--- config.mk ---
export PLATFORM = sky130hd
export DESIGN_NAME = fft_sample_deserializer
export DESIGN_NICKNAME = d
export VERILOG_FILES = /design/src/rtl/fft_sample_deserializer.sv
export SDC_FILE = /design/constraint.sdc
export NUM_CORES = 1
export LEC_CHECK = 0
export BUFFER_PORTS_ARGS = -buffer_cell sky130_fd_sc_hd__buf_4
export CORE_UTILIZATION = 50
export DETAILED_ROUTE_END_ITERATION = 10
export PLACE_DENSITY = 0.71
export SLEW_MARGIN = 20
export SYNTH_ARGS = -nofsm -noshare
export SYNTH_HDL_FRONTEND = slang
export SYNTH_SLANG_ARGS = --single-unit
--- constraint.sdc ---
create_clock -name clk -period 5.3 [get_ports clk]
set_input_delay 0 -clock clk [delete_from_list [all_inputs] [get_ports clk]]
set_output_delay 0 -clock clk [all_outputs]
set_load 0.03 [all_outputs]
--- src/rtl/fft_sample_deserializer.sv ---
// rtl/fft_sample_deserializer.sv - serial complex samples into ping-pong frame banks for the FFT
// Frame is presented as a parallel val/rdy message; optional bit-reversed placement.
module fft_sample_deserializer #(
  parameter int BIT_WIDTH   = 32,
  parameter int N_SAMPLES   = 8,
  parameter int BIT_REVERSE = 1
) (
  input  logic                                clk,
  input  logic                                reset,
  input  logic [BIT_WIDTH-1:0]                recv_msg_real,
  input  logic [BIT_WIDTH-1:0]                recv_msg_imag,
  input  logic                                recv_val,
  output logic                                recv_rdy,
  output logic [N_SAMPLES-1:0][BIT_WIDTH-1:0] send_msg_real,
  output logic [N_SAMPLES-1:0][BIT_WIDTH-1:0] send_msg_imag,
  output logic                                send_val,
  input  logic                                send_rdy
);
  localparam int CW = $clog2(N_SAMPLES);

  logic [CW-1:0]                         r_cnt;
  logic                                  r_wr_bank;
  logic                                  r_rd_bank;
  logic [1:0]                            r_full;
  logic [N_SAMPLES-1:0][BIT_WIDTH-1:0]   r_real [2];
  logic [N_SAMPLES-1:0][BIT_WIDTH-1:0]   r_imag [2];

  logic                                  w_recv_fire;
  logic                                  w_send_fire;
  logic                                  w_last;
  logic [CW-1:0]                         w_idx;
  logic [1:0]                            w_full_nxt;

  assign recv_rdy      = reset & ~r_full[r_wr_bank];
  assign send_val      = r_full[r_rd_bank];
  assign send_msg_real = r_real[r_rd_bank];
  assign send_msg_imag = r_imag[r_rd_bank];

  assign w_recv_fire = recv_val & recv_rdy;
  assign w_send_fire = send_val & send_rdy;
  assign w_last      = (r_cnt == CW'(N_SAMPLES - 1));

  always_comb begin
    w_idx = r_cnt;
    if (BIT_REVERSE != 0) begin
      for (int i = 0; i < CW; i++) w_idx[i] = r_cnt[CW-1-i];
    end
  end

  // Completion and release always target different banks, so both can apply.
  always_comb begin
    w_full_nxt = r_full;
    if (w_recv_fire && w_last) w_full_nxt[r_wr_bank] = 1'b1;
    if (w_send_fire)           w_full_nxt[r_rd_bank] = 1'b0;
  end

  always_ff @(posedge clk or negedge reset) begin
    if (!reset) begin
      r_cnt     <= '0;
      r_wr_bank <= 1'b0;
      r_rd_bank <= 1'b0;
      r_full    <= 2'b00;
    end else begin
      r_full <= w_full_nxt;
      if (w_recv_fire) begin
        r_cnt <= r_cnt + 1'b1;
        if (w_last) r_wr_bank <= ~r_wr_bank;
      end
      if (w_send_fire) r_rd_bank <= ~r_rd_bank;
    end
  end

  always_ff @(posedge clk or negedge reset) begin
    if (!reset) begin
      for (int b = 0; b < 2; b++) begin
        r_real[b] <= '0;
        r_imag[b] <= '0;
      end
    end else if (w_recv_fire) begin
      r_real[r_wr_bank][w_idx] <= recv_msg_real;
      r_imag[r_wr_bank][w_idx] <= recv_msg_imag;
    end
  end

endmodule

# --- After elaboration in Yosys (flattened, before gate mapping) ---
# Cells that the tools add are included.
word_totals:
  rom_bits: 0
  n_memories: 0
  ram_bits: 0
  elab_cells: 86
  ff_bits: 1031
  latch_bits: 0
op_classes:
  n_addsub: 1
  mux: 22
  reduce_logical: 6
  bitwise_logic: 11
  shift: 0
  mul: 0
  n_lt_le_gt_ge: 9
  n_div: 0
  eq_ne: 1
ops:
  columns: ["op", "n"]
  rows:
  - ["$mux W256", 7]
  - ["$bwmux W512", 2]
  - ["$demux W256 S1", 1]
  - ["$demux W32 S3", 1]
  - ["$mux W32", 1]
  - ["$mux W1", 6]
  - ["$logic_and A1 B1 Y1", 5]
  - ["$ge A2 B2 Y1 const B", 2]
  - ["$lt A1 B2 Y1 const B", 2]
  - ["$lt A3 B4 Y1 const B", 1]
  - ["$mux W2", 2]
  - ["$not A1 Y2", 2]
  - ["$add A3 B1 Y3 const B", 1]
  - ["$and A1 B1 Y1", 3]
  - ["$eq A3 B3 Y1 const B", 1]
  - ["$ge A3 B1 Y1 const B", 1]
  - ["$not A1 Y1", 3]
  - ["$and A2 B2 Y2", 1]
  - ["$demux W1 S1", 2]
  - ["$ge A1 B1 Y1 const B", 2]
  - ["$lt A2 B1 Y1 const B", 1]
  - ["$not A2 Y2", 1]
  - ["$or A2 B2 Y2", 1]
  - ["$reduce_and A2 Y1", 1]

# --- Longest topological paths before layout ---
logic_depth:
  ltp_word: 9
  ltp_mapped: 7
  ltp_nobuf: 5

# --- Worst setup path before layout ---
# OpenSTA, ideal clock, no wires.
synth_path:
  path_type: "register to register"
  start: "reg r_cnt[0]"
  end: "reg r_real[34] (netlist name)"
  slack_ns: 3.293
  t_arrival_ns: 1.882
  period_less_slack_ns: 2.007
  path_buffers: 1
  stages_incl_launch_ff: 7
  setup_ns: 0.125
  cell_sequence: "dfrtp_1 > inv_1 > ha_1 > nand2_1 > nor3_2 > buf_6 > mux2_2"
synth_between:
  elab_chain_cells: 7
  elab_cells_between_ends: 8
  cone_classes: "order compare (2); mux (5); reduce/logical (1)"
synth_rtl:
  columns: ["item", "line", "rtl"]
  rows:
  - ["start: declaration", "21", "logic [CW-1:0] r_cnt;"]
  - ["start signal: assignment", "66", "r_cnt <= r_cnt + 1'b1;"]
  - ["$lt A3 B4 Y1 (implied by the code) / $ge A3 B1 Y1 (equally long branches)", "80", "r_real[r_wr_bank][w_idx] <= recv_msg_real;"]
  - ["$logic_and A1 B1 Y1 (implied by the code)", "80", null]
  - ["$mux W32 (implied by the code)", "80", null]
  - ["$demux W32 S3 (*)", "80", null]
  - ["$mux W256 (implied by the code) (*)", "80", null]
  - ["$demux W256 S1 (*)", "80", null]
  - ["$bwmux W512 (*)", "80", null]
  - ["end signal: indexed assignment", "80", null]
  - ["end: declaration", "25", "logic [N_SAMPLES-1:0][BIT_WIDTH-1:0] r_real [2];"]
# Mark *: on every way between the ends. The rest lies on a longest branch, timed or not.
# A chain may end at the register's enable or synchronous reset.

==> results.cfg <==
[timing]
period_minus_slack_ns = 3.09
fmax_ghz = 0.324
rsz0062_at_grt = no
report.final.slew_viol_count = 0
relSlewSlack = 0.266
hold_violations = 0
whs_ns = 0.0573
skew_ns = 0.0276
period_share = 0.582
tightest_slew_ns = 1.10
totalNegativeSetupSlack_ns = 0
setup_viol = 0

[synthesis]
syn_nets = 2921
yosysWarnings = 0
synthCells = 2847
synth-edff-count = 0
async_flop_share = 1.00
syn_area_um2 = 44700
yosysTopAreaCellShare = 0.578
synthAdderAreaFrac = 0.00168
avgSynthCellArea_um2 = 15.7
synth_compound_area_frac = 0.000560
synthFlopType = dfrtp_1
synth_area_leader_cell = dfrtp_1
ys_types = 36
synth_top_family_by_area = multiplexers
synthMuxAreaShare = 0.388
synth_area_leaders = dfrtp_1 (58%), mux2_2 (38%), buf_2 (0.98%)
synth_xor_area_frac = 0.000196
ys_seq_elements = 1031
synth.yosys.seq_area_share = 0.578
synthSimpleGateAreaFrac = 0.00569

[pwr]
p_comb_frac = 0.456
p_sw_mw = 14.3
ir_worst_vdd_v = 0.000521
power_frac_seq = 0.343
p_per_area_nw_per_um2 = 696
total_power_mw = 37.8
power_frac_clock = 0.201
p_leak_nw = 26.1
intPower_mw = 23.5
swShare = 0.378

[cts]
holdBufCountCts = 68
post_cts_buffers = 0
clock_latency_ns = 0.67
cts-root-buf = clkbuf_16
clock-sinks = 1031
ctsResizeCount = 0
cts.path.max_buffers = 3
cts_tree = yes
cts_buffers = 108
cts-htree-levels = 3
clk_pin_slew_worst_paths_ns = 0.06

[grt]
grt_pass1_vias = 28100
grt_pass1_wl_um = 177000
grt_max_degree = 200
grt_overflow = 0
antenna_found_initial = 0
grt_use_total = 0.257

[layout]
drive_gt1_frac = 0.663
diodes = 0
nNetsFinal = 3499
syn_to_final_growth_pct = 21.4
layout_commonest_cell = mux2_2
final_cell_mix = mux2_2 (1516), dfrtp_1 (1030), buf_4 (610)
fill_cells = 6578

[routing]
drc_errors = 0
vias = 26000
ant_nets = 0
wl_per_cell_um = 25.0
drt-total-wl_um = 117000
vias_per_cell = 5.57
drt_iter0_markers = 1201
firstDrtPassIters = 5

[worst_setup_path]
required_ns = 5.30
path_max_fanout = 72
path_cells = buf_4 > mux2_2 > buf_4
path_class = flip-flop to output pin
r2r_slack_ns = 2.48
cpMostUsedCell = buf_4
slowest_stage = buf_4
reg2reg_from = r_cnt[2]
slowest_delay_ns = 0.88
r2r_end = r_real[205]
startpoint_type = flip-flop
critPathCaptureType = output pin
worstPathArrival_ns = 3.09
reg2reg_depth = 6

[worst_hold_path]
hp-class = input pin to asynchronous set/reset pin

[placement]
gp_congestion = 0.787
dp_hpwl_um = 73400
port_buffers = 581

[outcome]
outcome = complete, no violations

[floorplan]
num_rows = 109
io-pin-count = 582
die_area_um2 = 90500
die_w_um = 301
die_h_um = 301
core_area_um2 = 88400
start_util = 0.505

[job]
drv_cap = 0
[synthesized netlist by cell type (all sizes together) (2+ instances only)]
cell type,n
a21oi,2
and3,2
buf,123
clkbuf,102
dfrtp,1031
ha,6
inv,5
mux2,1538
mux2i,2
nand2,6
nand2b,3
nand3,2
nor2,7
nor3,4
[kinds of logic (layout without fill, tap and decap cells)]
kind of cell | after synthesis | in the layout
AO/OA/AOI/OAI | 4 | 4
XOR/XNOR | 1 | 1
adder cells (fa/ha/maj) | 6 | 6
buffers and inverters | 230 | 890
flip-flops | 1031 | 1031
multiplexers | 1540 | 1540
AND/OR/NAND/NOR | 35 | 35
[metal layers]
metal	vias to the layer above	global-route usage	routed length, um
met5	-	0	0
met3	187	0.0591	6550
li1	11300	-	-
met2	571	0.424	57400
met4	0	0.0914	4150
met1	14000	0.331	48700
[stage by stage]
step / utilization / cells / area (um^2) / setup slack (ns)
2_1_floorplan: - / 2847 / 44700 / 3.29
3_3_place_gp: 0.564 / 4409 / 49900 / 2.22
3_5_place_dp: 0.564 / 4409 / 49900 / 1.98
4_1_cts: 0.613 / 4669 / 54100 / 2.12
5_1_grt: 0.614 / 4672 / 54200 / 2.06
6_report: 0.614 / 4672 / 54200 / 2.21
[critical path, delay by kind of cell (launching register included)]
family	cells	cell delay, ns
mux	1	0.46
buf+inv	2	1.06
flops	1	0.86
[state kept, by name, indices dropped and copies added (netlist names)]
register,cells
r_rd_bank,1
r_imag,512
r_real,512
r_full,2
r_cnt,3
r_wr_bank,1
[area by class of cell]
class	count	area (um^2)	share of cell area
clock buffers	160	3140	0.0579
clock inverters	32	450	0.00831
flip-flops and latches	1031	25800	0.476
repair buffers	693	5590	0.103
inverters	5	18.8	0.000346
multi-input cells	1586	17800	0.328
well taps	1165	1460	0.0269
[worst max-delay path by stage]
stage                               endpoint  cells past startpoint  startpoint
after CTS                 send_msg_real[232]                      3   r_rd_bank
after detailed placement         r_imag[397]                      4       reset
final                     send_msg_real[199]                      3   r_rd_bank
after floorplan                   r_real[34]                      6    r_cnt[0]
after global routing      send_msg_real[166]                      3   r_rd_bank
after global placement           r_imag[141]                      4       reset
[power groups by stage]
stage	registers, mW	logic, mW	clock network (mW)
detailed placement	13.1	17.2	0
global placement	12.8	16.9	0
finish	13.0	17.2	7.57
global route	13.4	18.0	8.05
floorplan	12.4	11.6	0
CTS	12.9	17.3	7.74
(Power assumes the default switching activity.)
